## src/rtl/morse_char_decoder_pkg.sv

```systemverilog
`default_nettype none
// ============================================================================
// Module      : morse_char_decoder_pkg
// Description : Shared constants and state encoding for the Morse character
//               decoder (ASCII codes, default code length, FSM states).
// Revision    : 1.0 - initial release
// ============================================================================
package morse_char_decoder_pkg;

    localparam logic [7:0] c_ASCII_SPACE      = 8'h20;
    localparam logic [7:0] c_ASCII_UNKNOWN    = 8'h3F;
    localparam int         c_MAX_SYMBOLS_DFLT = 5;

    // S_IDLE: no group pending, S_COLLECT: group pending, S_SPACE: word-gap space owed
    typedef enum logic [1:0] {
        S_IDLE    = 2'd0,
        S_COLLECT = 2'd1,
        S_SPACE   = 2'd2
    } state_t;

endpackage : morse_char_decoder_pkg
`default_nettype wire

```

## src/rtl/morse_char_decoder_lut.sv

```systemverilog
`default_nettype none
// ============================================================================
// Module      : morse_lut
// Description : Pure combinational Morse code lookup. The key is the symbol
//               count plus the symbol bits (first symbol MSB-side, dot=0,
//               dash=1, right-aligned). Covers A-Z and 0-9; anything else
//               returns UNKNOWN_CHAR.
// Revision    : 1.0 - initial release
// ============================================================================
module morse_lut
    import morse_char_decoder_pkg::*;
#(
    parameter int         MAX_SYMBOLS  = c_MAX_SYMBOLS_DFLT,
    parameter int         LEN_W        = $clog2(MAX_SYMBOLS + 1),
    parameter logic [7:0] UNKNOWN_CHAR = c_ASCII_UNKNOWN
) (
    input  logic [LEN_W-1:0]       sym_len,
    input  logic [MAX_SYMBOLS-1:0] sym_bits,
    output logic [7:0]             ascii
);

    // Every legal code fits in five symbols, so the table only ever needs a
    // 3-bit length and 5-bit pattern regardless of MAX_SYMBOLS.
    logic       w_len_ok;
    logic [7:0] w_key;

    assign w_len_ok = (32'(sym_len) <= 5);
    assign w_key    = {3'(sym_len), 5'(sym_bits)};

    // Table lookup: {len, bits} -> ASCII
    always_comb begin
        ascii = UNKNOWN_CHAR;
        if (w_len_ok) begin
            case (w_key)
                8'b001_00000: ascii = 8'h45; // E .
                8'b001_00001: ascii = 8'h54; // T -
                8'b010_00001: ascii = 8'h41; // A .-
                8'b010_00000: ascii = 8'h49; // I ..
                8'b010_00011: ascii = 8'h4D; // M --
                8'b010_00010: ascii = 8'h4E; // N -.
                8'b011_00100: ascii = 8'h44; // D -..
                8'b011_00110: ascii = 8'h47; // G --.
                8'b011_00101: ascii = 8'h4B; // K -.-
                8'b011_00111: ascii = 8'h4F; // O ---
                8'b011_00010: ascii = 8'h52; // R .-.
                8'b011_00000: ascii = 8'h53; // S ...
                8'b011_00001: ascii = 8'h55; // U ..-
                8'b011_00011: ascii = 8'h57; // W .--
                8'b100_01000: ascii = 8'h42; // B -...
                8'b100_01010: ascii = 8'h43; // C -.-.
                8'b100_00010: ascii = 8'h46; // F ..-.
                8'b100_00000: ascii = 8'h48; // H ....
                8'b100_00111: ascii = 8'h4A; // J .---
                8'b100_00100: ascii = 8'h4C; // L .-..
                8'b100_00110: ascii = 8'h50; // P .--.
                8'b100_01101: ascii = 8'h51; // Q --.-
                8'b100_00001: ascii = 8'h56; // V ...-
                8'b100_01001: ascii = 8'h58; // X -..-
                8'b100_01011: ascii = 8'h59; // Y -.--
                8'b100_01100: ascii = 8'h5A; // Z --..
                8'b101_11111: ascii = 8'h30; // 0 -----
                8'b101_01111: ascii = 8'h31; // 1 .----
                8'b101_00111: ascii = 8'h32; // 2 ..---
                8'b101_00011: ascii = 8'h33; // 3 ...--
                8'b101_00001: ascii = 8'h34; // 4 ....-
                8'b101_00000: ascii = 8'h35; // 5 .....
                8'b101_10000: ascii = 8'h36; // 6 -....
                8'b101_11000: ascii = 8'h37; // 7 --...
                8'b101_11100: ascii = 8'h38; // 8 ---..
                8'b101_11110: ascii = 8'h39; // 9 ----.
                default:      ascii = UNKNOWN_CHAR;
            endcase
        end
    end

endmodule : morse_lut
`default_nettype wire

```

## src/rtl/morse_char_decoder.sv

```systemverilog
`default_nettype none
// ============================================================================
// Module      : morse_char_decoder
// Description : Accumulates dot/dash pulses into a symbol group, decodes the
//               group on a letter/word gap, inserts a space after word gaps
//               and queues characters in a small FIFO with a valid/ready
//               output stream.
// Revision    : 1.0 - initial release
// ============================================================================
module morse_char_decoder
    import morse_char_decoder_pkg::*;
#(
    parameter int         MAX_SYMBOLS  = c_MAX_SYMBOLS_DFLT,
    parameter int         FIFO_DEPTH   = 4,
    parameter logic [7:0] UNKNOWN_CHAR = c_ASCII_UNKNOWN
) (
    input  logic       clk,
    input  logic       reset_n,
    input  logic       dot,
    input  logic       dash,
    input  logic       lg,
    input  logic       wg,
    output logic [7:0] char_data,
    output logic       char_valid,
    input  logic       char_ready,
    output logic       overrun,
    output logic       busy
);

    localparam int c_LEN_W = $clog2(MAX_SYMBOLS + 1);
    localparam int c_PTR_W = $clog2(FIFO_DEPTH);
    localparam int c_CNT_W = c_PTR_W + 1;

    state_t                 r_state;
    logic [MAX_SYMBOLS-1:0] r_sym_bits;
    logic [c_LEN_W-1:0]     r_sym_len;
    logic                   r_overlong;

    logic [7:0]             r_mem [FIFO_DEPTH];
    logic [c_PTR_W-1:0]     r_wr_ptr;
    logic [c_PTR_W-1:0]     r_rd_ptr;
    logic [c_CNT_W-1:0]     r_count;

    logic       w_sym;
    logic       w_gap;
    logic [7:0] w_lut_char;
    logic [7:0] w_dec_char;
    logic       w_push;
    logic [7:0] w_push_data;
    logic       w_pop;
    logic       w_full;
    logic       w_wr;

    // Gaps win over symbols in the same cycle; dash wins over dot (bit = dash).
    assign w_sym = dot | dash;
    assign w_gap = lg | wg;

    morse_lut #(
        .MAX_SYMBOLS  (MAX_SYMBOLS),
        .LEN_W        (c_LEN_W),
        .UNKNOWN_CHAR (UNKNOWN_CHAR)
    ) u_lut (
        .sym_len  (r_sym_len),
        .sym_bits (r_sym_bits),
        .ascii    (w_lut_char)
    );

    assign w_dec_char = r_overlong ? UNKNOWN_CHAR : w_lut_char;

    // Select what, if anything, goes into the queue this cycle
    always_comb begin
        w_push      = 1'b0;
        w_push_data = w_dec_char;
        case (r_state)
            S_IDLE: begin
                if (wg) begin
                    w_push      = 1'b1;
                    w_push_data = c_ASCII_SPACE;
                end
            end
            S_COLLECT: begin
                if (w_gap) begin
                    w_push      = 1'b1;
                    w_push_data = w_dec_char;
                end
            end
            S_SPACE: begin
                w_push      = 1'b1;
                w_push_data = c_ASCII_SPACE;
            end
            default: ;
        endcase
    end

    // Group state machine and symbol register
    always_ff @(posedge clk) begin
        if (!reset_n) begin
            r_state    <= S_IDLE;
            r_sym_bits <= '0;
            r_sym_len  <= '0;
            r_overlong <= 1'b0;
        end else begin
            case (r_state)
                S_IDLE, S_SPACE: begin
                    // A space owed from S_SPACE is pushed by the mux regardless.
                    if (!w_gap && w_sym) begin
                        r_sym_bits <= {{(MAX_SYMBOLS-1){1'b0}}, dash};
                        r_sym_len  <= c_LEN_W'(1);
                        r_overlong <= 1'b0;
                        r_state    <= S_COLLECT;
                    end else begin
                        r_state    <= S_IDLE;
                    end
                end
                S_COLLECT: begin
                    if (w_gap) begin
                        r_sym_bits <= '0;
                        r_sym_len  <= '0;
                        r_overlong <= 1'b0;
                        r_state    <= wg ? S_SPACE : S_IDLE;
                    end else if (w_sym) begin
                        if (r_sym_len == c_LEN_W'(MAX_SYMBOLS)) begin
                            r_overlong <= 1'b1;
                        end else begin
                            r_sym_bits <= {r_sym_bits[MAX_SYMBOLS-2:0], dash};
                            r_sym_len  <= r_sym_len + c_LEN_W'(1);
                        end
                    end
                end
                default: r_state <= S_IDLE;
            endcase
        end
    end

    // FIFO control: a full queue still accepts a push when the head leaves in
    // the same cycle. FIFO_DEPTH is a power of two, so pointers wrap naturally.
    assign w_pop  = (r_count != '0) & char_ready;
    assign w_full = (r_count == c_CNT_W'(FIFO_DEPTH));
    assign w_wr   = w_push & (~w_full | w_pop);

    // Queue pointers and occupancy
    always_ff @(posedge clk) begin
        if (!reset_n) begin
            r_wr_ptr <= '0;
            r_rd_ptr <= '0;
            r_count  <= '0;
        end else begin
            if (w_wr) begin
                r_wr_ptr <= r_wr_ptr + c_PTR_W'(1);
            end
            if (w_pop) begin
                r_rd_ptr <= r_rd_ptr + c_PTR_W'(1);
            end
            r_count <= r_count + c_CNT_W'(w_wr) - c_CNT_W'(w_pop);
        end
    end

    // Queue storage; contents are don't-care while the count says empty
    always_ff @(posedge clk) begin
        if (w_wr) begin
            r_mem[r_wr_ptr] <= w_push_data;
        end
    end

    assign char_valid = (r_count != '0);
    assign char_data  = char_valid ? r_mem[r_rd_ptr] : 8'h00;
    assign overrun    = w_push & w_full & ~w_pop;
    assign busy       = (r_state != S_IDLE);

endmodule : morse_char_decoder
`default_nettype wire

```

## config.mk

```make
export PLATFORM = sky130hd
export DESIGN_NAME = morse_char_decoder
export DESIGN_NICKNAME = d
export VERILOG_FILES = /design/src/rtl/morse_char_decoder_pkg.sv /design/src/rtl/morse_char_decoder_lut.sv /design/src/rtl/morse_char_decoder.sv
export SDC_FILE = /design/constraint.sdc
export NUM_CORES = 1
export LEC_CHECK = 0
export CAP_MARGIN = 20
export CORE_UTILIZATION = 30
export CTS_BUF_LIST = sky130_fd_sc_hd__clkbuf_8
export CTS_CLUSTER_SIZE = 12
export DETAILED_ROUTE_END_ITERATION = 8
export SETUP_SLACK_MARGIN = 0.1
export SYNTH_ARGS = -nofsm -noshare
export SYNTH_HDL_FRONTEND = slang
export SYNTH_SLANG_ARGS = --single-unit
```

## constraint.sdc

```tcl
create_clock -name clk -period 4.3 [get_ports clk]
set_input_delay 0.86 -clock clk [delete_from_list [all_inputs] [get_ports clk]]
set_output_delay 0.86 -clock clk [all_outputs]
set_load 0.02 [all_outputs]
```

==> flow_summary.html <==
<table>
<tr><th>Metric</th><th>Value</th></tr>
<tr><th colspan="2">Synthesis</th></tr>
<tr><td>Xor/xnor cell area share of the yosys netlist</td><td>under 10%</td></tr>
<tr><td>Post-synth design cell area</td><td>2843 um2</td></tr>
<tr><td>Combinational family with the most area after synthesis</td><td>simple AND/OR/NAND/NOR gates</td></tr>
<tr><td>Warning count from the yosys run</td><td>0</td></tr>
<tr><td>Gate count after technology mapping</td><td>about 270</td></tr>
<tr><td>Adder and majority cell fraction of the synthesized area</td><td>4.225%</td></tr>
<tr><td>Basic-gate share of the synthesized area counting and, or, nand and nor cells</td><td>between 20 and 25%</td></tr>
<tr><td>Number of flip-flops and latches in the synthesized netlist</td><td>48</td></tr>
<tr><td>Count of unique library cells instantiated by Yosys</td><td>between 60 and 70</td></tr>
<tr><td>Asr flop ratio synth</td><td>0%</td></tr>
<tr><td>Number of flops mapped to enable cells by yosys</td><td>28</td></tr>
<tr><td>Sequential area share after synthesis</td><td>a little over two fifths</td></tr>
<tr><td>Fraction of the mapped netlist area in compound gates</td><td>a little over an eighth</td></tr>
<tr><td>Top flip-flop cell by instance count after synthesis</td><td>edfxtp_1</td></tr>
<tr><td>Average instance area after synthesis</td><td>10.41 um2</td></tr>
<tr><td>Portion of netlist area occupied by mux cells</td><td>6.602%</td></tr>
<tr><td>Synthesized Nets</td><td>approximately 290</td></tr>
<tr><th colspan="2">Outcome</th></tr>
<tr><td>Outcome</td><td>complete, no violations</td></tr>
<tr><th colspan="2">Critical path</th></tr>
<tr><td>R2R depth</td><td>11</td></tr>
<tr><td>Nature of the critical path startpoint</td><td>input port</td></tr>
<tr><td>Internal reg-to-reg setup slack</td><td>approximately 1.5 ns</td></tr>
<tr><td>Top fanout value on the critical path</td><td>2</td></tr>
<tr><td>CP arrival</td><td>roughly 2.7 ns</td></tr>
<tr><td>Worst Path Required</td><td>~3.4 ns</td></tr>
<tr><td>Crit Reg-Reg Endpoint</td><td>r_count[2]</td></tr>
<tr><td>Crit path capture type</td><td>output pin</td></tr>
<tr><td>Setup CP Type</td><td>input port to output pin</td></tr>
<tr><td>Startpoint of the lowest-slack register-to-register path</td><td>r_count[1]</td></tr>
<tr><td>Capturing instance or port of the critical path</td><td>overrun</td></tr>
<tr><td>Crit path launch</td><td>char_ready</td></tr>
<tr><th colspan="2">Final layout</th></tr>
<tr><td>Synth-to-layout area growth</td><td>10.48%</td></tr>
<tr><td>Finished layout cell area</td><td>3141 um2</td></tr>
<tr><td>Fillcell total</td><td>940</td></tr>
<tr><td>Antenna diode instance count</td><td>0</td></tr>
<tr><td>Share of final-layout standard cells stronger than drive strength 1</td><td>around a tenth</td></tr>
<tr><td>Area taken by flip-flops and latches</td><td>between 1000 and 1500 um2</td></tr>
<tr><td>Multi-input combinational cell area</td><td>around 1400 um2</td></tr>
<tr><td>Total number of nets in the final design</td><td>slightly below 300</td></tr>
<tr><th colspan="2">Power</th></tr>
<tr><td>Proportion of power drawn by the clock network</td><td>between 20 and 25%</td></tr>
<tr><td>Combinational cell fraction of total power</td><td>between 30% and 40%</td></tr>
<tr><td>Net switching power</td><td>a little over 0.4 mW</td></tr>
<tr><td>Leakage power figure</td><td>around 1.1 nW</td></tr>
<tr><td>Cell-internal power</td><td>around 0.94 mW</td></tr>
<tr><td>Max IR drop VDD</td><td>0.1680 mV</td></tr>
<tr><td>Fraction of power consumed by sequential logic</td><td>between 40% and 50%</td></tr>
<tr><td>Power density over the cells</td><td>between 400 and 500 nW/um2</td></tr>
<tr><td>Switch share</td><td>between 30 and 40%</td></tr>
<tr><th colspan="2">CTS</th></tr>
<tr><td>TritonCTS clock tree</td><td>yes</td></tr>
<tr><td>Num CTS Buffers</td><td>5</td></tr>
<tr><td>Total number of clock tree sinks</td><td>48</td></tr>
<tr><td>Maximum clock insertion buffer count</td><td>2</td></tr>
<tr><td>Clock-pin slew on the worst setup and hold paths</td><td>around 0.090 ns</td></tr>
<tr><td>Htree depth</td><td>2</td></tr>
<tr><td>Post-CTS repair timing setup buffer count</td><td>0</td></tr>
<tr><td>Root Driver</td><td>clkbuf_8</td></tr>
<tr><td>Worst-Skew Late Latency</td><td>approximately 0.3 ns</td></tr>
<tr><td>Quantity of gates resized following cts</td><td>0</td></tr>
<tr><td>Count of hold-fix buffers inserted at cts</td><td>0</td></tr>
<tr><th colspan="2">STA</th></tr>
<tr><td>Slew Limit Fails</td><td>0</td></tr>
<tr><td>Share of the clock period used by the worst path</td><td>about four fifths</td></tr>
<tr><td>Final hold violation count</td><td>0</td></tr>
<tr><td>Slew at the pin closest to its max-slew limit</td><td>0.9189 ns</td></tr>
<tr><td>Final worst clock skew</td><td>0.008370 ns</td></tr>
<tr><td>Period minus WS final</td><td>~3.5 ns</td></tr>
<tr><td>Aggregate negative setup slack</td><td>0 ns</td></tr>
<tr><td>Unrepaired setup endpoints after global routing</td><td>false</td></tr>
<tr><td>Finish-stage setup viols</td><td>0</td></tr>
<tr><td>Timing-limited maximum frequency</td><td>around 280 MHz</td></tr>
<tr><td>Worst slew slack as a fraction of its limit</td><td>roughly two fifths</td></tr>
<tr><th colspan="2">Worst hold path</th></tr>
<tr><td>Hold Path Class</td><td>register to register</td></tr>
<tr><th colspan="2">Place</th></tr>
<tr><td>Input/output buffers</td><td>16</td></tr>
<tr><td>Placed instance area</td><td>between 3000 and 4000 um2</td></tr>
<tr><td>Routability congestion estimate from global placement</td><td>a little under 0.8</td></tr>
<tr><td>Post-DP HPWL</td><td>about 3700 um</td></tr>
<tr><th colspan="2">Routing</th></tr>
<tr><td>WL/cell</td><td>14.15 um</td></tr>
<tr><td>Antenna-violating nets left</td><td>0</td></tr>
<tr><td>Post-detailed-route via-to-cell ratio</td><td>around 5.3</td></tr>
<tr><td>Via count of the routed design</td><td>around 2000</td></tr>
<tr><td>Post-route DRC</td><td>0</td></tr>
<tr><td>Wire length reported by the detailed router</td><td>between 5000 and 6000 um</td></tr>
<tr><td>Number of iterations in the first detailed-routing pass</td><td>4</td></tr>
<tr><td>Starting DRC count in detailed routing</td><td>around 230</td></tr>
<tr><th colspan="2">Die</th></tr>
<tr><td>Standard-cell rows</td><td>35</td></tr>
<tr><td>Core outline area</td><td>between 9000 and 10000 um2</td></tr>
<tr><td>Overall die area</td><td>roughly 9900 um2</td></tr>
<tr><td>DIE HEIGHT</td><td>approximately 99 um</td></tr>
<tr><td>Starting density of the core</td><td>between 30% and 40%</td></tr>
<tr><td>Horizontal extent of the die</td><td>about 99 um</td></tr>
<tr><td>I/O pin count</td><td>18</td></tr>
<tr><th colspan="2">Global route</th></tr>
<tr><td>Largest net degree at the start of global routing</td><td>27</td></tr>
<tr><td>Total GRT Usage</td><td>12.02%</td></tr>
<tr><td>Global-route wire length before repair</td><td>9246 um</td></tr>
<tr><td>Gr ovfl total</td><td>0</td></tr>
<tr><td>Number of global-route vias before repair</td><td>1893</td></tr>
<tr><td>Initial antenna violation count</td><td>0</td></tr>
<tr><th colspan="2">Run</th></tr>
<tr><td>Max-cap viol count</td><td>0</td></tr>
</table>
==> sequential cells by signal, summed over array words and instances (netlist names), named ones only <==
name / count
r_count: 3
r_mem: 28
r_overlong: 1
r_rd_ptr: 2
r_state: 2
r_sym_bits: 5
r_sym_len: 3
r_wr_ptr: 2
==> per-layer routing <==
layer | share of wire (%) | global-route usage (%)
met4 | 2.3 | 5.882
met2 | 44 | 17.68
met5 | 0 | 0
met3 | 4.5 | 2.530
met1 | 49 | 16.76
==> power by group through the flow <==
stage / combinational [mW] / clock (mW) / sequential [mW]
detailed placement: 0.423 / 0 / 0.610
global route: 0.464 / 0.359 / 0.608
CTS: 0.425 / 0.344 / 0.600
floorplan: 0.309 / 0 / 0.576
global placement: 0.416 / 0 / 0.609
finish: 0.418 / 0.333 / 0.597
==> cell usage in the layout, fill, tap and decap left out, drive strengths merged, types with 8 or more instances in the layout <==
master	n
dfxtp	20
nor2b	17
a21oi	8
nor2	16
edfxtp	28
nand2	13
and2	18
ha	8
inv	11
clkdlybuf4s50	16
==> worst max-delay path, cell delays in order <==
cell and delay, ns:
clkdlybuf4s50_1 0.41, or4b_2 0.64, nor2_1 0.13, clkdlybuf4s50_1 0.61
==> worst min-delay path by stage <==
stage	from	to	slack, ns	depth (start not counted)
CTS	r_overlong	r_overlong	0.52	1
finish	r_overlong	r_overlong	0.52	1
global route	r_overlong	r_overlong	0.55	1
floorplan	r_overlong	r_overlong	0.47	1
detailed placement	r_overlong	r_overlong	0.50	1
global placement	r_overlong	r_overlong	0.49	1
==> cells in the mapped netlist (all sizes together) (7+ instances only) <==
cell	n	area, um2
ha	8	100.1
a21oi	8	40.04
clkbuf	11	42.54
nor3	7	40.04
nor2	16	60.06
inv	10	37.54
dfxtp	20	400.4
nand2	13	48.80
buf	12	73.81
edfxtp	28	840.8
nor2b	17	106.4
mux4	7	157.7
and2	18	112.6
==> metrics by stage <==
| step | instances | util (%) | setup slack, ns | hold WS (ns) | power [mW] |
|---|---|---|---|---|---|
| after floorplan | 273 | - | 1.126 | 0.4726 | 0.8851 |
| after global placement | 377 | 32.90 | 0.6902 | 0.4894 | 1.025 |
| after detailed placement | 377 | 32.90 | 0.6518 | 0.5010 | 1.033 |
| after CTS | 385 | 34.15 | 0.7610 | 0.5243 | 1.369 |
| after global routing | 385 | 34.15 | 0.7228 | 0.5471 | 1.431 |
| final | 385 | 34.15 | 0.7828 | 0.5236 | 1.349 |
==> cells by family after synthesis <==
family,Yosys count
buf+inv,33
xor+xnor,7
flops,48
other cells,1
compound gates,50
simple gates,115
mux,10
fa+ha+maj,9
==> cell type report <==
cell class	count	share of cell area, %
Sequential cell	48	39.52
Multi-Input combinational cell	192	46.10
Clock buffer	5	2.191
Inverter	10	1.195
Clock inverter	3	1.474
Tap cell	111	4.422
Timing Repair Buffer	16	5.100
(Power assumes the default switching activity.)
